<file path="src/rtl/spi_transfer_ctrl_if.sv">
// Request, response and SPI-side signal bundle for spi_transfer_ctrl.
// The slave modport is the controller's view; master is the requester/SPI side.
interface spi_transfer_ctrl_if #(
    parameter int SIZE     = 40,
    parameter int CS_SIZE  = 1,
    parameter int CNT_SIZE = 16
);
    localparam int CS_W = (CS_SIZE > 1) ? $clog2(CS_SIZE) : 1;

    logic                req_valid_in;
    logic                req_ready_out;
    logic                req_write_in;
    logic [6:0]          req_addr_in;
    logic [SIZE-9:0]     req_data_in;
    logic [CS_W-1:0]     req_cs_in;
    logic [CNT_SIZE-1:0] frame_cycles_in;
    logic [CNT_SIZE-1:0] gap_cycles_in;
    logic [SIZE-1:0]     spi_data_out;
    logic                spi_send_enable_out;
    logic [CS_W-1:0]     spi_cs_select_out;
    logic [SIZE-1:0]     spi_data_in;
    logic                resp_valid_out;
    logic                resp_ready_in;
    logic [7:0]          resp_status_out;
    logic [SIZE-9:0]     resp_data_out;
    logic                busy_out;

    modport slave (
        input  req_valid_in, req_write_in, req_addr_in, req_data_in, req_cs_in,
        input  frame_cycles_in, gap_cycles_in, spi_data_in, resp_ready_in,
        output req_ready_out, spi_data_out, spi_send_enable_out, spi_cs_select_out,
        output resp_valid_out, resp_status_out, resp_data_out, busy_out
    );

    modport master (
        output req_valid_in, req_write_in, req_addr_in, req_data_in, req_cs_in,
        output frame_cycles_in, gap_cycles_in, spi_data_in, resp_ready_in,
        input  req_ready_out, spi_data_out, spi_send_enable_out, spi_cs_select_out,
        input  resp_valid_out, resp_status_out, resp_data_out, busy_out
    );
endinterface

</file>
<file path="src/rtl/spi_transfer_ctrl.sv">
// Sequences one SPI datagram per request: timed send-enable pulse, gap, capture, response.
// Optional macro SPI_CTRL_READ_REPEAT_EN: reads are sent twice and only the second capture is returned.
module spi_transfer_ctrl #(
    parameter int SIZE     = 40,
    parameter int CS_SIZE  = 1,
    parameter int CNT_SIZE = 16
) (
    input logic               clk_in,
    input logic               reset_in,
    spi_transfer_ctrl_if.slave bus
);
    localparam int CS_W = (CS_SIZE > 1) ? $clog2(CS_SIZE) : 1;
    localparam logic [CNT_SIZE-1:0] CNT_ONE = CNT_SIZE'(1);

`ifdef SPI_CTRL_READ_REPEAT_EN
    typedef enum logic [2:0] {IDLE, FRAME, GAP, RESP, REPEAT} state_t;
`else
    typedef enum logic [2:0] {IDLE, FRAME, GAP, RESP} state_t;
`endif

    state_t              r_state;
    state_t              w_nextState;
    logic [CNT_SIZE-1:0] r_cnt;
    logic [CNT_SIZE-1:0] w_cntNext;
    logic [CNT_SIZE-1:0] r_frameLen;
    logic [CNT_SIZE-1:0] r_gapLen;
    logic [CNT_SIZE-1:0] w_frameLenIn;
    logic [CNT_SIZE-1:0] w_gapLenIn;
    logic [SIZE-1:0]     r_data;
    logic [CS_W-1:0]     r_cs;
    logic                r_enable;
    logic [7:0]          r_status;
    logic [SIZE-9:0]     r_respData;
    logic                w_accept;
    logic                w_capture;
`ifdef SPI_CTRL_READ_REPEAT_EN
    logic                r_write;
    logic                r_second;
`endif

    // A zero count would otherwise underflow the down-counter, so it is clamped to one.
    assign w_frameLenIn = (bus.frame_cycles_in == '0) ? CNT_ONE : bus.frame_cycles_in;
    assign w_gapLenIn   = (bus.gap_cycles_in == '0) ? CNT_ONE : bus.gap_cycles_in;
    assign w_accept     = (r_state == IDLE) && bus.req_valid_in;

    always_comb begin
        w_nextState = r_state;
        w_cntNext   = r_cnt;
        w_capture   = 1'b0;
        case (r_state)
            IDLE: begin
                if (w_accept) begin
                    w_nextState = FRAME;
                    w_cntNext   = w_frameLenIn - CNT_ONE;
                end
            end
            FRAME: begin
                if (r_cnt == '0) begin
                    w_nextState = GAP;
                    w_cntNext   = r_gapLen - CNT_ONE;
                end else begin
                    w_cntNext = r_cnt - CNT_ONE;
                end
            end
            GAP: begin
                if (r_cnt == '0) begin
`ifdef SPI_CTRL_READ_REPEAT_EN
                    // The first read pass only primes the slave; its capture is discarded.
                    if (!r_write && !r_second) begin
                        w_nextState = REPEAT;
                    end else begin
                        w_nextState = RESP;
                        w_capture   = 1'b1;
                    end
`else
                    w_nextState = RESP;
                    w_capture   = 1'b1;
`endif
                end else begin
                    w_cntNext = r_cnt - CNT_ONE;
                end
            end
`ifdef SPI_CTRL_READ_REPEAT_EN
            REPEAT: begin
                w_nextState = FRAME;
                w_cntNext   = r_frameLen - CNT_ONE;
            end
`endif
            RESP: begin
                if (bus.resp_ready_in) begin
                    w_nextState = IDLE;
                end
            end
            default: w_nextState = IDLE;
        endcase
    end

    // Enable is registered from the next state so it changes exactly on state boundaries.
    always_ff @(posedge clk_in) begin
        if (reset_in) begin
            r_state    <= IDLE;
            r_cnt      <= '0;
            r_frameLen <= CNT_ONE;
            r_gapLen   <= CNT_ONE;
            r_data     <= '0;
            r_cs       <= '0;
            r_enable   <= 1'b0;
            r_status   <= '0;
            r_respData <= '0;
`ifdef SPI_CTRL_READ_REPEAT_EN
            r_write    <= 1'b0;
            r_second   <= 1'b0;
`endif
        end else begin
            r_state  <= w_nextState;
            r_cnt    <= w_cntNext;
            r_enable <= (w_nextState == FRAME);
            if (w_accept) begin
                r_data     <= {bus.req_write_in, bus.req_addr_in,
                               (bus.req_write_in ? bus.req_data_in : '0)};
                r_cs       <= bus.req_cs_in;
                r_frameLen <= w_frameLenIn;
                r_gapLen   <= w_gapLenIn;
`ifdef SPI_CTRL_READ_REPEAT_EN
                r_write    <= bus.req_write_in;
                r_second   <= 1'b0;
`endif
            end
`ifdef SPI_CTRL_READ_REPEAT_EN
            if (r_state == REPEAT) begin
                r_second <= 1'b1;
            end
`endif
            if (w_capture) begin
                r_status   <= bus.spi_data_in[SIZE-1:SIZE-8];
                r_respData <= bus.spi_data_in[SIZE-9:0];
            end
        end
    end

    assign bus.req_ready_out       = (r_state == IDLE);
    assign bus.busy_out            = (r_state != IDLE);
    assign bus.resp_valid_out      = (r_state == RESP);
    assign bus.spi_send_enable_out = r_enable;
    assign bus.spi_data_out        = r_data;
    assign bus.spi_cs_select_out   = r_cs;
    assign bus.resp_status_out     = r_status;
    assign bus.resp_data_out       = r_respData;
endmodule

</file>
<file path="src/flat_wrapper.sv">
// flat-port wrapper written by rule: the top's interface ports become plain ports
module spi_transfer_ctrl_flat 
#(
    parameter int SIZE     = 40,
    parameter int CS_SIZE  = 1,
    parameter int CNT_SIZE = 16
)
  (clk_in, reset_in, bus_req_valid_in, bus_req_write_in, bus_req_addr_in, bus_req_data_in, bus_req_cs_in, bus_frame_cycles_in, bus_gap_cycles_in, bus_spi_data_in, bus_resp_ready_in, bus_req_ready_out, bus_spi_data_out, bus_spi_send_enable_out, bus_spi_cs_select_out, bus_resp_valid_out, bus_resp_status_out, bus_resp_data_out, bus_busy_out);
  spi_transfer_ctrl_if #(.SIZE(SIZE), .CS_SIZE(CS_SIZE), .CNT_SIZE(CNT_SIZE)) bus_i ();
  input logic clk_in;
  input logic reset_in;
  input wire logic [$bits(bus_i.req_valid_in)-1:0] bus_req_valid_in;
  input wire logic [$bits(bus_i.req_write_in)-1:0] bus_req_write_in;
  input wire logic [$bits(bus_i.req_addr_in)-1:0] bus_req_addr_in;
  input wire logic [$bits(bus_i.req_data_in)-1:0] bus_req_data_in;
  input wire logic [$bits(bus_i.req_cs_in)-1:0] bus_req_cs_in;
  input wire logic [$bits(bus_i.frame_cycles_in)-1:0] bus_frame_cycles_in;
  input wire logic [$bits(bus_i.gap_cycles_in)-1:0] bus_gap_cycles_in;
  input wire logic [$bits(bus_i.spi_data_in)-1:0] bus_spi_data_in;
  input wire logic [$bits(bus_i.resp_ready_in)-1:0] bus_resp_ready_in;
  output wire logic [$bits(bus_i.req_ready_out)-1:0] bus_req_ready_out;
  output wire logic [$bits(bus_i.spi_data_out)-1:0] bus_spi_data_out;
  output wire logic [$bits(bus_i.spi_send_enable_out)-1:0] bus_spi_send_enable_out;
  output wire logic [$bits(bus_i.spi_cs_select_out)-1:0] bus_spi_cs_select_out;
  output wire logic [$bits(bus_i.resp_valid_out)-1:0] bus_resp_valid_out;
  output wire logic [$bits(bus_i.resp_status_out)-1:0] bus_resp_status_out;
  output wire logic [$bits(bus_i.resp_data_out)-1:0] bus_resp_data_out;
  output wire logic [$bits(bus_i.busy_out)-1:0] bus_busy_out;
  assign bus_i.req_valid_in = bus_req_valid_in;
  assign bus_i.req_write_in = bus_req_write_in;
  assign bus_i.req_addr_in = bus_req_addr_in;
  assign bus_i.req_data_in = bus_req_data_in;
  assign bus_i.req_cs_in = bus_req_cs_in;
  assign bus_i.frame_cycles_in = bus_frame_cycles_in;
  assign bus_i.gap_cycles_in = bus_gap_cycles_in;
  assign bus_i.spi_data_in = bus_spi_data_in;
  assign bus_i.resp_ready_in = bus_resp_ready_in;
  assign bus_req_ready_out = bus_i.req_ready_out;
  assign bus_spi_data_out = bus_i.spi_data_out;
  assign bus_spi_send_enable_out = bus_i.spi_send_enable_out;
  assign bus_spi_cs_select_out = bus_i.spi_cs_select_out;
  assign bus_resp_valid_out = bus_i.resp_valid_out;
  assign bus_resp_status_out = bus_i.resp_status_out;
  assign bus_resp_data_out = bus_i.resp_data_out;
  assign bus_busy_out = bus_i.busy_out;
  spi_transfer_ctrl #(.SIZE(SIZE), .CS_SIZE(CS_SIZE), .CNT_SIZE(CNT_SIZE)) u_core (.clk_in(clk_in), .reset_in(reset_in), .bus(bus_i));
endmodule
</file>
<file path="config.mk">
export PLATFORM = sky130hd
export DESIGN_NAME = spi_transfer_ctrl_flat
export DESIGN_NICKNAME = d
export VERILOG_FILES = /design/src/rtl/spi_transfer_ctrl_if.sv /design/src/rtl/spi_transfer_ctrl.sv /design/src/flat_wrapper.sv
export SDC_FILE = /design/constraint.sdc
export NUM_CORES = 1
export LEC_CHECK = 0
export ABC_AREA = 1
export CAP_MARGIN = 20
export CORE_MARGIN = 10
export CORE_UTILIZATION = 46
export CTS_BUF_LIST = sky130_fd_sc_hd__clkbuf_16
export DETAILED_ROUTE_END_ITERATION = 8
export DONT_BUFFER_PORTS = 1
export PLACE_DENSITY = 0.63
export SYNTH_ARGS = -nofsm -noshare
export SYNTH_HDL_FRONTEND = slang
export SYNTH_SLANG_ARGS = --single-unit
</file>
<file path="constraint.sdc">
create_clock -name clk_in -period 1.55 [get_ports clk_in]
set_input_delay 0.0775 -clock clk_in [delete_from_list [all_inputs] [get_ports clk_in]]
set_output_delay 0.0775 -clock clk_in [all_outputs]
set_load 0.02 [all_outputs]
</file>
* Word-level counts from Yosys, hierarchy flattened
Cells that the tools add are included.
W data, S select, Z words.
** Storage, ports and cells
- Memories :: 0
- Flip-flop bits (word level) :: 117
- Memory bits (writable) :: 0
- Bits in latches :: 0
- Bits in read-only memories :: 0
- Word-level logic and storage cells :: 39
** Operators by class
- Shift operators :: 0
- $add $sub $neg :: 3
- Divide/modulo/power cells :: 0
- $lt $le $gt $ge :: 0
- Bitwise logic cells :: 0
- Multiplexer cells :: 14
- $mul :: 0
- Reduce and logical (&&, ||, !) cells :: 8
- Eq/ne operators :: 6
** Operator list (number)
- $mux W16 :: 5
- $logic_not A16 Y1 :: 3
- $pmux W16 S3 :: 1
- $sub A16 B1 Y16 const B :: 3
- $mux W32 :: 1
- $mux W3 :: 4
- $pmux W3 S4 :: 1
- $eq A3 B1 Y1 const B :: 2
- $eq A3 B2 Y1 const B :: 2
- $reduce_bool A3 Y1 :: 2
- $logic_not A3 Y1 :: 1
- $reduce_and A3 Y1 :: 1
- $mux W1 :: 2
- $ne A2 B1 Y1 const B :: 1
- $ne A2 B2 Y1 const B :: 1
- $logic_and A1 B1 Y1 :: 1

* Longest topological paths before layout
Gate-level depths: netlist of the first run.
- Depth after elaboration :: 5
- Mapped depth :: 17
- Mapped depth without buffers :: 17

* Worst setup path after synthesis of the first run
Ideal clock, no wire load.
- Path type :: register -> register
- Start point :: register u_core.r_state[2]
- End point :: register u_core.r_cnt[1]
- Cell stages (with the launch flop) :: 11
- Setup time :: 117 ps
- Data required time :: 1433 ps
- Arrival :: 1526 ps
- Clock period less this slack :: 1643 ps
- Slack :: -93 ps
- Path through :: dfxtp_1 nor2_1 nand2_1 o22ai_1 inv_1 nand2_4 inv_2 buf_6 buf_6 o21ai_1 nor2_1
** On the way
- Cells in the longest elaborated chain, start to end :: 4
- Elaborated cells between the ends (all ways) :: 9
** Ends and longest elaborated chain
- from (decl) :: line spi_transfer_ctrl.sv:21 : state_t r_state;
- from (signal assigned) :: line spi_transfer_ctrl.sv:115 : r_state <= w_nextState;
- $logic_not A3 Y1 :: line spi_transfer_ctrl.sv:44, spi_transfer_ctrl.sv:50
- $logic_and A1 B1 Y1 :: line spi_transfer_ctrl.sv:44 : assign w_accept = (r_state == IDLE) && bus.req_valid_in;
- $ne A2 B1 Y1 (no line)
- $reduce_and A3 Y1 (no line)
- to (signal assigned) :: line spi_transfer_ctrl.sv:116 : r_cnt <= w_cntNext;
- to (decl) :: line spi_transfer_ctrl.sv:23 : logic [CNT_SIZE-1:0] r_cnt;
Parallel ways exist; a longest one is shown, timed or not.
A chain may end at the register's enable or synchronous reset.

* Worst setup path in the final report of the first run
- Start point :: register u_core.r_cnt[7]
- End point :: register u_core.r_cnt[3]
** On the way
- Cells in the longest elaborated chain, start to end :: 3
- Elaborated cells between the ends (all ways) :: 5
** Ends and longest elaborated chain (line)
- $logic_not A16 Y1 (*) :: spi_transfer_ctrl.sv:58, spi_transfer_ctrl.sv:66
- $mux W16 or $ne A2 B2 Y1 (tied branches)
- $pmux W16 S3 or $reduce_and A3 Y1 (tied branches)
Mark *: on every way between the ends. The rest lies on a longest branch, timed or not.

==> results of run 1 <==
-- Yosys cell counts, types with 7 or more instances --
| library cell | n | area [um^2] |
|---|---|---|
| a211oi_1 | 44 | 330 |
| xor2_1 | 14 | 123 |
| inv_1 | 100 | 375 |
| nand3_1 | 63 | 315 |
| nor3_1 | 8 | 40.0 |
| o21ai_0 | 26 | 130 |
| a21oi_1 | 75 | 375 |
| buf_2 | 7 | 35.0 |
| nand2_1 | 155 | 582 |
| nor2_1 | 111 | 417 |
| dfxtp_1 | 117 | 2340 |
| xnor2_1 | 7 | 61.3 |
| o21ai_1 | 7 | 35.0 |
| clkbuf_1 | 25 | 93.8 |
| nand4_1 | 8 | 50.1 |
-- power by group through the flow --
stage / clock, mW / sequential (mW) / combinational, mW
2_1_floorplan: 0 / 3.31 / 0.747
3_3_place_gp: 0 / 3.33 / 1.13
3_5_place_dp: 0 / 3.33 / 1.16
4_1_cts: 3.86 / 3.27 / 1.29
5_1_grt: 3.98 / 3.29 / 1.66
6_report: 3.81 / 3.28 / 1.52
-- flip-flops by register name, summed over array words and instances (netlist names) --
register / cells
u_core.bus.spi_data_out: 40
u_core.bus.resp_data_out: 32
u_core.r_cnt: 16
u_core.r_gapLen: 16
u_core.bus.resp_status_out: 8
u_core.r_state: 3
u_core.bus.spi_cs_select_out: 1
u_core.bus.spi_send_enable_out: 1
-- worst max path at each step --
| stage | startpoint | end | slack [ps] | depth (start not counted) |
|---|---|---|---|---|
| 6_report | u_core.r_cnt[7] | u_core.r_cnt[3] | -90 | 11 |
| 5_1_grt | u_core.r_cnt[7] | u_core.r_cnt[3] | -190 | 11 |
| 4_1_cts | u_core.r_cnt[0] | u_core.r_cnt[3] | -60 | 12 |
| 3_5_place_dp | u_core.r_cnt[0] | u_core.r_cnt[8] | -190 | 13 |
| 3_3_place_gp | u_core.r_cnt[0] | u_core.r_cnt[8] | -150 | 13 |
| 2_1_floorplan | u_core.r_cnt[0] | u_core.r_cnt[13] | -4 | 13 |
-- cells in the final DEF, fill, tap and decap left out, types with 19 or more instances in the layout --
master       n
nand2_1    134
dfxtp_1    106
inv_1       95
nor2_1      94
buf_4       86
a21oi_1     63
nand3_1     59
a211oi_1    43
o21ai_1     23
clkbuf_16   21
nand2_2     19
-- cells by family after synthesis --
group / count (synthesis) / share of synthesized area [%]
AND/OR/NAND/NOR: 367 / 28.0
other: 1 / 0.0660
adder cells (fa/ha/maj): 4 / 0.881
flip-flops: 117 / 41.2
XOR/XNOR: 21 / 3.24
buffers and inverters: 146 / 10.1
AO/OA/AOI/OAI: 161 / 16.4
-- layer usage --
metal | GRT usage (%) | up-vias
met2 | 34.5 | 249
met1 | 23.2 | 2654
li1 | - | 2864
met3 | 8.65 | 19
met4 | 5.75 | 0
met5 | 0 | -
-- final cells by class --
type                       count  area [um^2]
inverter                     106          425
sequential                   117         2360
tap                          168          210
multi-input combinational    554         3090
fill                        1021         4280
clock buffer                  17          425
timing repair inverter         1         11.3
clock inverter                14          145
timing repair buffer         119         1120
-- worst max-delay path, stage by stage, from the launching register on --
cell      delay, ps
dfxtp_4         350
nor2_4          120
nand2_2          70
nor2_4          150
nand2_4         110
nor2_4          230
inv_2            90
buf_6           130
o21ai_1         100
nand3b_1        130
nand2_1          70
inv_2            50
-- through the flow --
stage                     worst slack [ps]  instances  hold WS, ps
after floorplan                      -3.89        817          221
after global placement                -148       1026          160
after detailed placement              -193       1026          160
after CTS                            -57.3       1077         -283
after global routing                  -192       1096         -291
final                                -86.1       1096         -252
-- repair_timing --
action	CTS	global route
endpoints found under the hold margin	110	95
gates cloned	1	5
gates resized for setup	47	78
pin swaps	9	20
setup endpoints to repair	58	100
buffers inserted	4	14
==> metrics.txt, run 1 <==
fin util=64.5%; Synth Area per Inst=6.96 um^2; # setup viols final=15; design area=7780 um^2; area grow syn2layout=36.9%; Slew Viols, Final=0; Rel. slew slack=66.6%; Clock power frac=44.3%; Top Ports=202; Max Clk Rate=0.611 GHz; top_reg_cell synth=dfxtp_1; Vias=5786; Synth Register Bits=117; drt pass-1 iters=5; CTS Sinks=117; Die X=131 um; Die Y-Extent=131 um; CTS HTree Levels=4; Worst Setup End Kind=register; post-DR vias/cell=5.28; GP Congestion=0.928; switching power=2.29 mW; reg-to-reg startpoint=u_core.r_cnt[7]; R2R depth=11; Global Route Usage Sum=20.5%; CTS tree=built; RSZ-0062 raised after global routing=yes; layout cells sized above 1=25.0%; Static Leakage=3.21 nW; CP max FO=7; hold endpoint=u_core.bus.resp_status_out[7]; CTS Hold Bufs=15; largest net degree at the start of global routing=97; Max-cap violations=0; core box area=12100 um^2; first-pass GRT wire length=29400 um; Int Power=6.31 mW; initial core utilization=47.1%; number of CTS-inserted buffers=17; Max VDD drop=0.000676 V; total power=8.60 mW; hold path start=reset_in; number of flops mapped to enable cells by yosys=0; die area=17200 um^2; met2 wire len=9360 um; Total Nets Final=1037; Top Metal Used=met4; yosys warns=0; syn nets=938; critical path class=reg2reg; Hold Crit Class=in2reg; combinational power share=17.6%; WL/cell=17.2 um; antenna violations before repair=0; failing checks=hold timing, setup timing; Tightest Pin Transition=500 ps; worst-skew pair later-pin latency=420 ps; cell area power density=1110 nW/um^2; Mapped Area=5680 um^2; ys async rst share=0%; Placed Area=6420 um^2; sequential share of power=38.1%; metal3 WL=1990 um; number of global-route vias before repair=5718; Required @ worst endpoint=1920 ps; worst hold slack=-252 ps; antenna viol nets, final=0; Post-Route WL=18800 um; clock root cell=clkbuf_16; WHS Path Cells=1; Worst Skew=12.3 ps; M1 WL=7270 um; Sw Share=26.6%; R2R setup slack=-90 ps; drt drc=0; Final WS setup=-86.1 ps; count of final hold-check violations=95; Core Rows=40; status=finished with violations; Worst-path clk slew=50 ps; Detailed Route Iter0 Violations=390; crit path time final=1640 ps; total gr overflow=0; critical path launch point type=register; post-synth cell types=37; clk buf depth=2; RR Endpoint=u_core.r_cnt[3]; Tcrit/Tclk final=106%; setup TNS=-826 ps; register area share after synthesis=41.2%; Mapped Cells=817; PortBufs=0; antenna diode count=0; Worst EP arrival=2000 ps; Final HPWL DP=13500 um
No activity file was read; power rests on OpenSTA's default activity.
==> run 2, diff against run 1 <==
CORE_ASPECT_RATIO = 1.2   (was default)
CTS_BUF_LIST = default   (was sky130_fd_sc_hd__clkbuf_16)
==> run 2 against run 1 <==
- the run still ends with hold timing, setup timing left
- register-to-register slack worse by 30 ps
- cell count unchanged
- non-clock buffer count grew 4
- utilization up 4.4 points
- largest cell class unchanged
- highest routed layer unchanged
==> metrics.txt, run 2 (synthesis results as in run 1) <==
CTS Hold Bufs=13 (-2); Die Y-Extent=142 um (+8.1%); antenna violations before repair=1 (+1); WL/cell=19.4 um (+13%); Global Route Usage Sum=22.4% (+1.9 points); Max Clk Rate=0.602 GHz (-1.6%); PortBufs=0 (unchanged); Rel. slew slack=60.3% (-6.4 points); number of global-route vias before repair=6035 (+5.5%); clk buf depth=2 (unchanged); area grow syn2layout=46.9%; CTS Sinks=117 (unchanged); Tcrit/Tclk final=107% (+1.7 points); clock root cell=clkbuf_16; critical path launch point type=register; Worst Setup End Kind=register; core box area=12100 um^2 (+0.41%); Detailed Route Iter0 Violations=359 (-7.9%); die area=17200 um^2 (+0.11%); most frequent cells in the layout=nand2_1, dfxtp_1, inv_1, buf_4, a21oi_1; drt drc=0 (unchanged); worst-skew pair later-pin latency=420 ps (about the same); Tightest Pin Transition=595 ps (+95.3 ps); Required @ worst endpoint=1860 ps (-60 ps); Die X=121 um (-7.4%); CP max FO=5 (-2); count of final hold-check violations=95 (unchanged); failing checks=hold timing, setup timing; Max-cap violations=0 (unchanged); GP Congestion=0.966 (+4.1%); CTS HTree Levels=4 (unchanged); layout cells sized above 1=33.0% (+8.0 points); Slew Viols, Final=0 (unchanged); critical path class=reg2reg; number of CTS-inserted buffers=17 (unchanged); Core Rows=44 (+10%); antenna viol nets, final=0 (unchanged); Worst-path clk slew=70 ps (+20 ps); Final HPWL DP=13900 um (+3.4%); RSZ-0062 raised after global routing=yes; setup TNS=-2050 ps (-1220 ps); largest net degree at the start of global routing=97 (unchanged); commonest non-fill, non-tap cell in the layout=nand2_1; Static Leakage=3.37 nW (+5.1%); cell area power density=1050 nW/um^2 (-4.6%); Final WS setup=-112 ps (-26.1 ps); worst hold slack=-261 ps (-9.52 ps); Largest register FFs=40 (unchanged); # setup viols final=50 (+35); drt pass-1 iters=5 (unchanged); Total Nets Final=1042 (+0.48%); design area=8350 um^2 (+7.3%); crit path time final=1660 ps (+26.1 ps); first-pass GRT wire length=31100 um (+5.6%); Post-Route WL=21200 um (+13%); Worst Skew=15.8 ps (+3.51 ps); total gr overflow=0 (unchanged); Worst EP arrival=1970 ps (-30 ps); post-DR vias/cell=5.47 (+3.6%); Top Ports=202 (unchanged); initial core utilization=46.9% (-0.19 points); Vias=5997 (+3.6%); status=finished with violations; CTS tree=built; Placed Area=6440 um^2 (+0.25%); Hold Crit Class=in2reg; total power=8.81 mW (+2.4%); Max VDD drop=0.000854 V (+26%)
-- run 2: cell count changes in the layout (fill, tap and decap cells not counted), sizes merged --
cell         change
buf              +2
bufinv           -1
clkbuf           +5
clkinv           -5
clkinvlp         -1
diode            +1
dlygate4sd3      -2
inv              +8
-- run 2: power breakdown --
group	total (mW)	internal, mW	switching (mW)
Sequential	3.28	3.12	0.154
Clock	4.03	2.46	1.57
Combinational	1.50	0.692	0.808
Total	8.81	6.28	2.53
-- run 2: worst max-delay path, cell delays in order, from the launching register on --
cell and delay (ps):
dfxtp_2 330, inv_4 70, ha_4 140, nand3_4 80, nor2_4 110, nand2_4 90, clkinv_4 80, nand2_8 80
nand2_8 130, clkinv_8 80, nand2_1 60, nand2_1 50, nand2_1 70, nand3_1 90, nand2_1 60, inv_1 40
-- run 2: metrics by stage --
| step | setup WS, ps | instances | utilization (%) | hold slack, ps |
|---|---|---|---|---|
| finish | -112 | 1096 | 68.9 | -261 |
| global route | -200 | 1096 | 68.9 | -279 |
| CTS | -92.8 | 1079 | 62.9 | -275 |
| global placement | -280 | 1024 | 53.2 | 164 |
| floorplan | -3.89 | 817 | - | 221 |
| detailed placement | -292 | 1024 | 53.2 | 165 |
-- run 2: cell type report --
class / count / area [um^2]
flip-flops and latches: 117 / 2360
repair inverters: 2 / 17.5
inverters: 106 / 430
clock buffers: 18 / 439
repair buffers: 123 / 1320
clock inverters: 14 / 165
well taps: 161 / 201
diodes: 1 / 2.50
multi-input cells: 554 / 3420
fillers: 939 / 3760
-- run 2: worst paths after layout --
check                                   startpoint                          end  slack, ps  cells after the start
worst max register to register     u_core.r_cnt[0]             u_core.r_cnt[14]       -110                     15
worst min register to register  u_core.r_gapLen[1]           u_core.r_gapLen[1]        520                      2
worst max-delay path               u_core.r_cnt[0]             u_core.r_cnt[14]       -110                     15
worst min-delay path                      reset_in  u_core.bus.resp_data_out[5]       -260                      1
-- run 2: layer usage --
metal	global-route usage, %	part of all wire (%)	routed length [um]	up-vias
li1	-	-	-	2868
met1	23.6	36	7700	2873
met2	40.1	54	11400	219
met3	7.82	7.8	1660	37
met4	7.67	2.0	414	0
met5	0	0	0	-
-- run 2: timing repair --
| item | 4_1_cts | 5_1_grt |
|---|---|---|
| endpoints found under the hold margin | 108 | 95 |
| pin swaps | 17 | 31 |
| cloned | 4 | 12 |
| endpoints found under the setup margin | 101 | 100 |
| gates resized for setup | 85 | 129 |
| setup buffers | 6 | 4 |
